--- src/rtl/piano_pkg.sv ---
// Shared definitions for the piano datapath: board constants, the note
// index used by the note generators, and the PWM scale helper.
package piano_pkg;

  localparam int CLK_HZ   = 50_000_000;
  localparam int NUM_KEYS = 13;

  // One chromatic octave, C5..C6. Bit i of every key/note bus is note_e'(i).
  typedef enum logic [3:0] {
    NOTE_C5  = 4'd0,
    NOTE_CS5 = 4'd1,
    NOTE_D5  = 4'd2,
    NOTE_DS5 = 4'd3,
    NOTE_E5  = 4'd4,
    NOTE_F5  = 4'd5,
    NOTE_FS5 = 4'd6,
    NOTE_G5  = 4'd7,
    NOTE_GS5 = 4'd8,
    NOTE_A5  = 4'd9,
    NOTE_AS5 = 4'd10,
    NOTE_B5  = 4'd11,
    NOTE_C6  = 4'd12
  } note_e;

  // Duty step per voice: the largest step that keeps max_voices*step within
  // a pwm_bits-wide counter, so the saturated level never overflows the duty.
  function automatic int pwm_scale(input int pwm_bits, input int max_voices);
    return ((1 << pwm_bits) - 1) / max_voices;
  endfunction

endpackage

--- src/rtl/key_debounce.sv ---
// Single-key conditioner: two-flop synchronizer on the raw button followed
// by a stability counter. The output only flips after the synchronized
// input has disagreed with it for DEBOUNCE_CYCLES consecutive cycles.
module key_debounce #(
  parameter int DEBOUNCE_CYCLES = 500_000
) (
  input  logic clk,
  input  logic reset,
  input  logic key_raw,
  output logic key_stable
);

  localparam int CW = (DEBOUNCE_CYCLES > 1) ? $clog2(DEBOUNCE_CYCLES) : 1;
  localparam logic [CW-1:0] CNT_LAST = CW'(DEBOUNCE_CYCLES - 1);

  logic          sync_meta;
  logic          sync_q;
  logic [CW-1:0] cnt;

  // Bring the asynchronous button into the clk domain.
  // NOTE: clocked state uses non-blocking (<=) so every flop samples the
  // pre-edge value of its neighbours; blocking here would collapse the two
  // synchronizer stages into one.
  always_ff @(posedge clk or posedge reset) begin
    if (reset) begin
      sync_meta <= 1'b0;
      sync_q    <= 1'b0;
    end else begin
      sync_meta <= key_raw;
      sync_q    <= sync_meta;
    end
  end

  // Count consecutive disagreeing cycles; any agreement restarts the count,
  // so a bounce shorter than the window never reaches the output.
  always_ff @(posedge clk or posedge reset) begin
    if (reset) begin
      cnt        <= '0;
      key_stable <= 1'b0;
    end else if (sync_q == key_stable) begin
      cnt <= '0;
    end else if (cnt == CNT_LAST) begin
      key_stable <= sync_q;
      cnt        <= '0;
    end else begin
      cnt <= cnt + CW'(1);
    end
  end

endmodule

--- src/rtl/key_voice_mixer.sv ---
// Piano output stage: debounces every key, gates each note's square wave
// with its key, mixes the active tones into a saturated loudness level and
// drives one PWM audio pin. Duty only changes on a period boundary.
module key_voice_mixer #(
  parameter int NUM_KEYS        = piano_pkg::NUM_KEYS,
  parameter int CLK_HZ          = piano_pkg::CLK_HZ,
  parameter int DEBOUNCE_CYCLES = CLK_HZ / 100,
  parameter int PWM_BITS        = 8,
  parameter int MAX_VOICES      = 4
) (
  input  logic                          clk,
  input  logic                          reset,
  input  logic [NUM_KEYS-1:0]           key_in,
  input  logic [NUM_KEYS-1:0]           note_in,
  output logic [NUM_KEYS-1:0]           key_active,
  output logic [$clog2(NUM_KEYS+1)-1:0] voice_count,
  output logic                          audio_pwm
);

  import piano_pkg::*;

  localparam int VW = $clog2(NUM_KEYS + 1);
  localparam int LW = $clog2(MAX_VOICES + 1);
  localparam logic [PWM_BITS-1:0] SCALE    = PWM_BITS'(pwm_scale(PWM_BITS, MAX_VOICES));
  localparam logic [PWM_BITS-1:0] CNT_LAST = '1;

  logic [NUM_KEYS-1:0] gated;
  logic [VW-1:0]       held_sum;
  logic [VW-1:0]       gated_sum;
  logic [LW-1:0]       level;
  logic [LW-1:0]       level_next;
  logic [PWM_BITS-1:0] duty_next;
  logic [PWM_BITS-1:0] duty_latched;
  logic [PWM_BITS-1:0] pwm_cnt;

  // One independent debouncer per key; keys may flip on the same cycle.
  for (genvar i = 0; i < NUM_KEYS; i++) begin : g_key
    key_debounce #(
      .DEBOUNCE_CYCLES(DEBOUNCE_CYCLES)
    ) u_debounce (
      .clk       (clk),
      .reset     (reset),
      .key_raw   (key_in[i]),
      .key_stable(key_active[i])
    );
  end

  // Population counts of held keys and of gated (sounding) tones.
  // NOTE: every variable assigned in always_comb gets a default first so no
  // path leaves it unassigned, which would otherwise infer a latch.
  always_comb begin
    held_sum  = '0;
    gated_sum = '0;
    for (int i = 0; i < NUM_KEYS; i++) begin
      held_sum  = held_sum + VW'(key_active[i]);
      gated_sum = gated_sum + VW'(gated[i]);
    end
  end

  // Clamp the number of sounding tones at MAX_VOICES instead of wrapping.
  always_comb begin
    level_next = LW'(MAX_VOICES);
    if (int'(gated_sum) < MAX_VOICES) begin
      level_next = LW'(gated_sum);
    end
  end

  // Saturation bounds level*SCALE below 2^PWM_BITS, so no overflow here.
  assign duty_next = PWM_BITS'(level) * SCALE;

  // Mixing pipeline: gate notes with keys, then register the clamped level;
  // voice_count trails key_active by one cycle.
  always_ff @(posedge clk or posedge reset) begin
    if (reset) begin
      gated       <= '0;
      level       <= '0;
      voice_count <= '0;
    end else begin
      gated       <= note_in & key_active;
      level       <= level_next;
      voice_count <= held_sum;
    end
  end

  // Free-running PWM; duty is captured only on the last count of a period
  // so a level change never produces a partial or extra pulse mid-period.
  always_ff @(posedge clk or posedge reset) begin
    if (reset) begin
      pwm_cnt      <= '0;
      duty_latched <= '0;
      audio_pwm    <= 1'b0;
    end else begin
      pwm_cnt   <= pwm_cnt + PWM_BITS'(1);
      audio_pwm <= (pwm_cnt < duty_latched);
      if (pwm_cnt == CNT_LAST) begin
        duty_latched <= duty_next;
      end
    end
  end

endmodule

--- config.mk ---
export PLATFORM = sky130hd
export DESIGN_NAME = key_voice_mixer
export DESIGN_NICKNAME = d
export VERILOG_FILES = /design/src/rtl/piano_pkg.sv /design/src/rtl/key_debounce.sv /design/src/rtl/key_voice_mixer.sv
export SDC_FILE = /design/constraint.sdc
export NUM_CORES = 1
export LEC_CHECK = 0
export ABC_AREA = 1
export CORE_UTILIZATION = 30
export DETAILED_ROUTE_END_ITERATION = 8
export PLACE_DENSITY = 0.51
export REMOVE_ABC_BUFFERS = 1
export SYNTH_ARGS = -nofsm -noshare
export SYNTH_HDL_FRONTEND = slang
export SYNTH_SLANG_ARGS = --single-unit
--- constraint.sdc ---
create_clock -name clk -period 23.9 [get_ports clk]
set_input_delay 3.585 -clock clk [delete_from_list [all_inputs] [get_ports clk]]
set_output_delay 3.585 -clock clk [all_outputs]
set_load 0.02 [all_outputs]
==> results of run 1 <==
==> worst paths after layout <==
path / to / startpoint
worst max-delay path: g_key[1].u_debounce.cnt[14]$_DFF_PP0_ / reset
worst min-delay path: g_key[10].u_debounce.sync_q$_DFF_PP0_ / g_key[10].u_debounce.sync_meta$_DFF_PP0_
worst max register to register: level[0]$_DFF_PP0_ / gated[0]$_DFF_PP0_
worst min register to register: g_key[10].u_debounce.sync_q$_DFF_PP0_ / g_key[10].u_debounce.sync_meta$_DFF_PP0_
max in group clk: key_active[0] / g_key[0].u_debounce.key_stable$_DFFE_PP0P_
min in group asynchronous: g_key[0].u_debounce.sync_meta$_DFF_PP0_ / reset
==> placed cells by master, fill, tap and decap left out, types with 8 or more instances in the layout <==
master | Yosys | layout
fa_1 | 20 | 20
dfrtp_1 | 322 | 322
nor3_1 | 36 | 36
nor2_4 | 8 | 8
ha_1 | 33 | 33
nor2_1 | 564 | 564
nor2_2 | 30 | 30
xnor2_1 | 24 | 24
nand2_1 | 493 | 493
clkdlybuf4s50_1 | 0 | 45
o21ai_0 | 25 | 25
clkbuf_16 | 0 | 43
clkinv_2 | 0 | 12
o21a_1 | 12 | 12
xor2_1 | 95 | 95
inv_1 | 272 | 271
nand3_1 | 115 | 115
and2_1 | 13 | 13
nand4_1 | 27 | 27
a21oi_1 | 57 | 57
==> logic make-up (layout without fill, tap and decap cells) <==
group | after synthesis | in the layout | share of synthesized area
flip-flops | 322 | 322 | 0.464
other | 0 | 1 | 0
buffers and inverters | 298 | 406 | 0.0677
AO/OA/AOI/OAI | 113 | 113 | 0.0378
adder cells (fa/ha/maj) | 53 | 53 | 0.0469
XOR/XNOR | 126 | 126 | 0.0666
AND/OR/NAND/NOR | 1316 | 1316 | 0.317
==> area by class of cell <==
cell class	instances	area, sq um	share of cell area
Inverter	281	1060	0.0531
Clock inverter	21	198	0.00986
Antenna cell	1	2.50	0.000125
Sequential cell	322	8060	0.402
Timing Repair Buffer	49	480	0.0240
Tap cell	756	946	0.0472
Clock buffer	55	1180	0.0589
Multi-Input combinational cell	1608	8120	0.405
==> registers in the layout, indices dropped and copies added (netlist names) <==
register,flops
g_key.u_debounce.cnt,247
level,3
pwm_cnt,8
g_key.u_debounce.sync_meta,13
audio_pwm,1
duty_latched,7
voice_count,4
gated,13
g_key.u_debounce.key_stable,13
g_key.u_debounce.sync_q,13
==> power by group through the flow <==
stage	logic [mW]	registers, mW	clock network [mW]
after global placement	0.0404	0.569	0
final	0.0392	0.559	0.625
after detailed placement	0.0409	0.569	0
after global routing	0.0462	0.560	0.674
after floorplan	0.0259	0.568	0
after CTS	0.0411	0.559	0.652
==> per-layer routing <==
metal / GRT usage / up-vias / part of all wire
li1: - / 7024 / -
met1: 0.192 / 6353 / 0.51
met2: 0.208 / 192 / 0.43
met3: 0.0222 / 55 / 0.039
met4: 0.0452 / 0 / 0.022
met5: 0 / - / 0
==> qor.txt, run 1 <==
Sw frac: 0.227
Sequential fraction of design power: 0.457
Width of the die: 243 um
Die Area: 0.0588 sq mm
Min Tclk post-route: 5.47 ns
Largest area contributor in the netlist: dfrtp_1
Worst Setup End Kind: async pin
Post-Syn Instances: 2,228
Layout fillers: 5,961
Core box area: 0.0568 sq mm
Synthesized area per cell: 7.79 sq um
Nets: 2,384
Area contributors post-synth: dfrtp_1 (46%), nor2_1 (12%), nand2_1 (11%), inv_1 (5.9%), xor2_1 (4.8%)
Vias in the first global route: 13,400
Detail Placement HPWL: 27,800 um
Gate power share: 0.032
Max_slew headroom: 0.281
Int Power: 0.945 mW
Overall power: 1.22 mW
EDFF count, synth: 0
Starting Density: 0.305
Inst Count DP: 3,016
H-tree depth: 2
Number of synthesized register bits: 322
Most frequent cell after synthesis: nor2_1
Synth warn: 0
Worst setup margin: 18.43 ns
TNS Setup: 0 ns
RSZ-0062 raised after global routing: false
Hold Violations, Final: 0
Share of cells above drive strength 1: 0.0655
Via count: 13,600
# rows: 87
CP dominant cell by count: buf_4
Area delta synth->final: 15.5%
Die Y: 243 um
Crit Path Max Fanout: 82
Max IR drop VDD: 0.0000443 V
WL final: 38,400 um
Clock network fraction of design power: 0.511
Setup Fix Bufs, Post-CTS: 0
Post-DR wirelength/cell: 12.4 um
Tot GR Track Use: 0.135
Status: finished, final reports clean
Layout Utilization: 0.353
Worst path depth: 4
Worst Tran Pin Value: 1.07 ns
Worst path buffer plus inverter count: 4
I/O Buffers: 45
Pwr/cell area: 61.0 mW/mm^2
Setup WS pre-CTS: 17.64 ns
Initial antenna violation count: 0
Post-synthesis sequential area ratio: 0.464
Post-route cell area: 0.0201 sq mm
Mapped cell area: 0.0174 sq mm
Synth unique cells: 37
Worst EP arrival: 6.11 ns
Post-route DRC: 0
Post-route insts no fill: 3,093
WS Path Type: primary input to async pin
GP Congestion: 0.835
Hold Slack: 0.347 ns
Req. time, crit path: 24.54 ns
First-pass GRT wire length: 66,100 um
Vias/cell: 4.40
Fraction of registers with async set or reset after synthesis: 1.00
Critical-path top delay cell: buf_4
CTS sink count: 322
Initial DRC count: 817
CTS max path bufs: 3
Synth top cells by count: nor2_1 (564), nand2_1 (493), dfrtp_1 (322)
Cts bufs inserted: 41
Reg2Reg Depth: 12
Clock tree root driver cell: clkbuf_16
Reg clk slew, reported paths: 0.05 ns
Antenna viol nets, final: 0
FMAX: 183 MHz
Pleak: 8.53 nW
Hold Crit Depth: 0
Post-CTS Hold Fix Bufs: 0
Startpoint Class: primary input
Final setup violating endpoints: 0
Net switching power figure: 0.278 mW
CTS tree: built
Final period util: 0.229
Hold Path Class: flip-flop to flip-flop
Share of the synthesized area in the top cell type: 0.464
CP cell instances: clkdlybuf4s50_1 -> inv_8 -> buf_4 -> buf_4
Final Slew Violations: 0
Crit-path leading delay family: buffers and inverters
Most used flip-flop cell after synthesis: dfrtp_1
Resized Gates After CTS: 0
Gr ovfl total: 0
Max Cap Violations: 0
Reg2Reg Setup Slack: 19.87 ns
Max stage delay on crit path: 0.82 ns
Clock Skews: 0.0105 ns
Largest net degree at the start of global routing: 83
DP Area: 0.0187 sq mm
DR pass1 iterations: 5
Clk_lat worst skew: 0.56 ns
Io pins: 46
No activity file was read; power rests on OpenSTA's default activity.
==> run 2: changes to the inputs <==
Settings changed: PLACE_DENSITY 0.51 to 0.52.
Clock period 23.9 ns to 4.8 ns, I/O delays scaled along.
==> run 2 against run 1 <==
Global-route usage down 0.27 points; clock-buffer cell count down 2; register-to-register slack worse by 19 ns; final cell count down 0.16%; worst setup slack worse by 17 ns; clock skew up 0.018 ns; die area unchanged; largest power group unchanged.
==> qor.txt, run 2 (synthesis gave the netlist of run 1 again) <==
Post-DR wirelength/cell: 12.3 um (-1.1%)
Max_slew headroom: 0.486 (+0.206)
Detail Placement HPWL: 27,700 um (-0.28%)
Max reg flops: 247 (unchanged)
WS Path Type: flip-flop to flip-flop
Core box area: 0.0568 sq mm (unchanged)
Most frequent cells in the layout: nor2_1 (564), nand2_1 (493), dfrtp_1 (322)
Largest net degree at the start of global routing: 105 (+27%)
Overall power: 6.12 mW (+400%)
Final setup violating endpoints: 0 (unchanged)
Io pins: 46 (unchanged)
# rows: 87 (unchanged)
RSZ-0062 raised after global routing: false
Gr ovfl total: 0 (unchanged)
CTS max path bufs: 3 (unchanged)
Worst EP arrival: 4.33 ns (-1.78 ns)
Hold Violations, Final: 0 (unchanged)
Clk_lat worst skew: 0.57 ns (about the same)
Max Cap Violations: 0 (unchanged)
Req. time, crit path: 5.28 ns (-19.26 ns)
Layout fillers: 5,931 (-0.50%)
Vias in the first global route: 13,500 (+0.62%)
Resized Gates After CTS: 0 (unchanged)
Tot GR Track Use: 0.132 (-0.00271)
Hold Path Class: flip-flop to flip-flop
Setup WS pre-CTS: 0.952 ns (-16.69 ns)
Reg clk slew, reported paths: 0.06 ns (about the same)
Min Tclk post-route: 3.85 ns
Number of inserted diodes: 0 (-1)
Worst setup margin: 0.947 ns (-17.48 ns)
Worst Tran Pin Value: 0.771 ns (-0.301 ns)
Pleak: 8.55 nW (+0.20%)
FMAX: 260 MHz
CTS sink count: 322 (unchanged)
Setup Fix Bufs, Post-CTS: 0 (unchanged)
Final period util: 0.803
Post-CTS Hold Fix Bufs: 0 (unchanged)
Startpoint Class: flip-flop
Post-route insts no fill: 3,088 (-0.16%)
Clock Skews: 0.0290 ns (+0.0185 ns)
Via count: 13,700 (+0.78%)
Width of the die: 243 um (unchanged)
Initial antenna violation count: 0 (unchanged)
Crit Path Max Fanout: 3 (-96%)
Vias/cell: 4.45 (+0.94%)
Reg2Reg Depth: 12 (unchanged)
WL final: 37,900 um (-1.3%)
Layout Utilization: 0.354 (+0.000660)
Nets: 2,385 (+0.042%)
Commonest non-fill, non-tap cell in the layout: nor2_1
Share of cells above drive strength 1: 0.0656 (+0.000112)
Die Area: 0.0588 sq mm (unchanged)
Reg2Reg Setup Slack: 0.95 ns (-18.92 ns)
Pwr/cell area: 304 mW/mm^2 (+400%)
Hold Crit Depth: 0 (unchanged)
Biggest register: g_key.u_debounce.cnt
Post-route cell area: 0.0201 sq mm (+0.19%)
Worst Setup End Kind: flip-flop
Max IR drop VDD: 0.000271 V (+510%)
Cts bufs inserted: 40 (-2.4%)
Clock tree root driver cell: clkbuf_16
H-tree depth: 2 (unchanged)
Final Slew Violations: 0 (unchanged)
DP Area: 0.0187 sq mm (+0.21%)
Initial DRC count: 690 (-16%)
CTS tree: built
Post-route DRC: 0 (unchanged)
Inst Count DP: 3,018 (+0.066%)
Die Y: 243 um (unchanged)
Status: finished, final reports clean
I/O Buffers: 45 (unchanged)
First-pass GRT wire length: 65,300 um (-1.2%)
Starting Density: 0.305 (unchanged)
DR pass1 iterations: 7 (+2)
Area delta synth->final: 15.8%
Antenna viol nets, final: 0 (unchanged)
GP Congestion: 0.859 (+2.9%)
[run 2: cell count changes in the layout (fill, tap and decap cells not counted), moves of 2 or more]
cell,change
clkinv_2,-6
clkbuf_1,-4
clkbuf_8,+4
buf_12,+2
clkbuf_16,-2
[run 2: path summary, 6_finish.rpt]
| check | startpoint | endpoint |
|---|---|---|
| worst max register to register | gated[0]$_DFF_PP0_ | level[1]$_DFF_PP0_ |
| max in group asynchronous | reset | g_key[9].u_debounce.cnt[13]$_DFF_PP0_ |
| min in group asynchronous | reset | g_key[8].u_debounce.cnt[1]$_DFF_PP0_ |
| worst min-delay path | g_key[9].u_debounce.sync_meta$_DFF_PP0_ | g_key[9].u_debounce.sync_q$_DFF_PP0_ |
| worst min register to register | g_key[9].u_debounce.sync_meta$_DFF_PP0_ | g_key[9].u_debounce.sync_q$_DFF_PP0_ |
| worst max-delay path | gated[0]$_DFF_PP0_ | level[1]$_DFF_PP0_ |
[run 2: power by group]
| part | total (mW) | switching [mW] | internal, mW |
|---|---|---|---|
| combinational | 0.201 | 0.137 | 0.0641 |
| sequential | 2.78 | 0.0303 | 2.75 |
| clock | 3.13 | 1.20 | 1.93 |
[run 2: routing by layer]
| layer | global-route usage | wire [um] | vias up |
|---|---|---|---|
| met5 | 0 | 0 | - |
| met4 | 0.0397 | 796 | 0 |
| met3 | 0.0247 | 1880 | 57 |
| met2 | 0.204 | 16100 | 242 |
| met1 | 0.187 | 19100 | 6407 |
| li1 | - | - | 7024 |
[run 2: per-stage QoR]
| step | hold slack, ns | TNS, ns |
|---|---|---|
| after floorplan | 0.331 | -1556.22 |
| after global placement | 0.333 | 0 |
| after detailed placement | 0.336 | 0 |
| after CTS | 0.340 | 0 |
| after global routing | 0.340 | 0 |
| final | 0.338 | 0 |
[run 2: critical path: stages, from the launching register on]
cell and delay, ns:
dfrtp_1 0.38, fa_1 0.53, inv_1 0.05, fa_1 0.47
fa_1 0.52, fa_1 0.43, fa_1 0.41, fa_1 0.40
nor2_1 0.10, o21ai_0 0.09, a21oi_1 0.13, o21ai_0 0.16
nor2_1 0.12
[run 2: cell type report]
type	instances	area, sq um	share of cell area
clock buffers	53	1170	0.0583
clock inverters	17	208	0.0103
inverters	281	1060	0.0530
multi-input cells	1608	8120	0.404
flip-flops and latches	322	8060	0.401
well taps	756	946	0.0471
repair buffers	51	520	0.0259
==> run 3: changes to the inputs <==
Clock period 4.8 ns to 3.1 ns, I/O delays scaled along.
==> run 3 against run 2 <==
Final area grew 0.27%; first-iteration DRC count increased by 8.0%; the run now ends with setup timing left; clock power is 47% higher; maximum frequency is 5.0% higher; global-route usage rose by 0.090 points; critical path type unchanged; die area did not move; largest cell class unchanged; worst hold slack worse by 0.016 ns.
==> qor.txt, run 3 (synthesis gave the netlist of run 1 again) <==
Reg clk slew, reported paths: 0.06 ns (about the same)
Post-route DRC: 0 (unchanged)
Die Area: 0.0588 sq mm (unchanged)
Layout fillers: 5,974 (+0.73%)
Most frequent cells in the layout: nor2_1 (564), nand2_1 (493), dfrtp_1 (322)
Initial DRC count: 745 (+8.0%)
Number of inserted diodes: 0 (unchanged)
Startpoint Class: flip-flop
Antenna viol nets, final: 0 (unchanged)
Worst Tran Pin Value: 0.503 ns (-0.268 ns)
Req. time, crit path: 3.57 ns (-1.71 ns)
Metal2 WL: 16,200 um (+0.32%)
# rows: 87 (unchanged)
Area of the multi-input gates: 0.00815 sq mm (+0.31%)
Io pins: 46 (unchanged)
Max reg flops: 247 (unchanged)
Tot GR Track Use: 0.133 (+0.000904)
Biggest register: g_key.u_debounce.cnt
Layout Utilization: 0.355 (+0.000969)
Max_slew headroom: 0.663 (+0.177)
First-pass GRT wire length: 65,900 um (+0.96%)
H-tree depth: 2 (unchanged)
CTS tree: built
Post-CTS Hold Fix Bufs: 0 (unchanged)
Initial antenna violation count: 0 (unchanged)
Share of cells above drive strength 1: 0.0709 (+0.00530)
Worst EP arrival: 4.14 ns (-0.19 ns)
Clock tree root driver cell: clkbuf_16
Width of the die: 243 um (unchanged)
WL final: 38,000 um (about the same)
Commonest non-fill, non-tap cell in the layout: nor2_1
Hold Violations, Final: 0 (unchanged)
Pleak: 8.59 nW (+0.49%)
Max IR drop VDD: 0.000399 V (+47%)
Final Slew Violations: 0 (unchanged)
Core box area: 0.0568 sq mm (unchanged)
Worst Setup End Kind: flip-flop
FMAX: 273 MHz (+5.0%)
Cts bufs inserted: 40 (unchanged)
TNS Setup: -2.61 ns (-2.61 ns)
Met3 WL post-DR: 1590 um (-15%)
DR pass1 iterations: 6 (-1)
Post-DR wirelength/cell: 12.3 um (-0.21%)
Hold Path Class: primary input to async pin
DR top layer: met4
Inst Count DP: 3,028 (+0.33%)
Nets: 2,397 (+0.50%)
Gr ovfl total: 0 (unchanged)
Vias in the first global route: 13,700 (+1.8%)
Clock Skews: 0.0109 ns (-0.0181 ns)
Pwr/cell area: 457 mW/mm^2 (+50%)
Area delta synth->final: 16.1%
Detail Placement HPWL: 27,600 um (-0.42%)
Failing checks: setup timing
Vias/cell: 4.42 (-0.55%)
Crit Path Max Fanout: 3 (unchanged)
Worst setup margin: -0.569 ns (-1.52 ns)
Clk_lat worst skew: 0.54 ns (-0.03 ns)
RSZ-0062 raised after global routing: true
WS Path Type: flip-flop to flip-flop
Starting Density: 0.305 (unchanged)
Die Y: 243 um (unchanged)
CTS max path bufs: 3 (unchanged)
CTS sink count: 322 (unchanged)
Final period util: 1.18 (+0.381)
Status: finished with violations
Wl on met1: 19,500 um (+1.8%)
Min Tclk post-route: 3.67 ns (-0.184 ns)
Post-route insts no fill: 3,097 (+0.29%)
GP Congestion: 0.876 (+2.0%)
Hold Slack: 0.323 ns (-0.0156 ns)
I/O Buffers: 45 (unchanged)
Largest net degree at the start of global routing: 80 (-24%)
Register Area: 0.00806 sq mm (unchanged)
Via count: 13,700 (-0.26%)
Max Cap Violations: 0 (unchanged)
Final setup violating endpoints: 7 (+7)
## run 3: cell types whose count changed in the layout (fill, tap and decap cells not counted), sizes merged
cell,before,now
buf,6,18
clkbuf,53,56
clkinvlp,3,0
inv,282,280
bufinv,4,3
## run 3: layout make-up
type,instances,share of cell area
Sequential cell,322,0.400
Clock buffer,56,0.0572
Multi-Input combinational cell,1608,0.404
Clock inverter,11,0.00665
Timing Repair Buffer,63,0.0319
Tap cell,756,0.0470
Inverter,281,0.0529
## run 3: through the flow
| step | area [sq um] | power (mW) | worst slack, ns |
|---|---|---|---|
| 5_1_grt | 20100 | 9.62 | -0.761 |
| 6_report | 20100 | 9.21 | -0.569 |
| 3_5_place_dp | 18800 | 4.71 | -0.745 |
| 3_3_place_gp | 18800 | 4.71 | -0.688 |
| 2_1_floorplan | 17200 | 4.58 | -6.28 |
| 4_1_cts | 20100 | 9.41 | -0.584 |
## run 3: repair_timing
action,in CTS,in global routing
cloned,0,0
setup endpoints to repair,7,7
pin swaps,4,3
gates resized for setup,11,4
buffers inserted,1,2
## run 3: layer usage
layer | up-vias | track usage
li1 | 7040 | -
met1 | 6384 | 0.191
met2 | 214 | 0.206
met3 | 56 | 0.0222
met4 | 0 | 0.0383
met5 | - | 0
## run 3: path summary, 6_finish.rpt
| check | endpoint | startpoint | slack, ns | depth (start not counted) |
|---|---|---|---|---|
| worst max-delay path | level[0]$_DFF_PP0_ | gated[0]$_DFF_PP0_ | -0.57 | 12 |
| worst min-delay path | g_key[12].u_debounce.sync_meta$_DFF_PP0_ | reset | 0.32 | 2 |
| worst max register to register | level[0]$_DFF_PP0_ | gated[0]$_DFF_PP0_ | -0.57 | 12 |
| worst min register to register | g_key[4].u_debounce.sync_q$_DFF_PP0_ | g_key[4].u_debounce.sync_meta$_DFF_PP0_ | 0.34 | 0 |
| max in group asynchronous | g_key[9].u_debounce.cnt[13]$_DFF_PP0_ | reset | 2.03 | 3 |
| min in group clk | g_key[4].u_debounce.sync_q$_DFF_PP0_ | g_key[4].u_debounce.sync_meta$_DFF_PP0_ | 0.34 | 0 |
## run 3: critical path, cell delays in order (launching register included)
cell     delay, ns
dfrtp_1       0.38
fa_1          0.54
inv_1         0.05
fa_1          0.46
fa_1          0.52
fa_1          0.43
fa_2          0.37
fa_2          0.36
nor2_1        0.09
o21ai_1       0.08
a21oi_2       0.13
o21ai_2       0.08
nor2_1        0.10
## run 3: where the power goes
part	switching [mW]	internal [mW]	total (mW)
Combinational	0.213	0.102	0.315
Clock	1.77	2.82	4.59
Sequential	0.0472	4.26	4.31
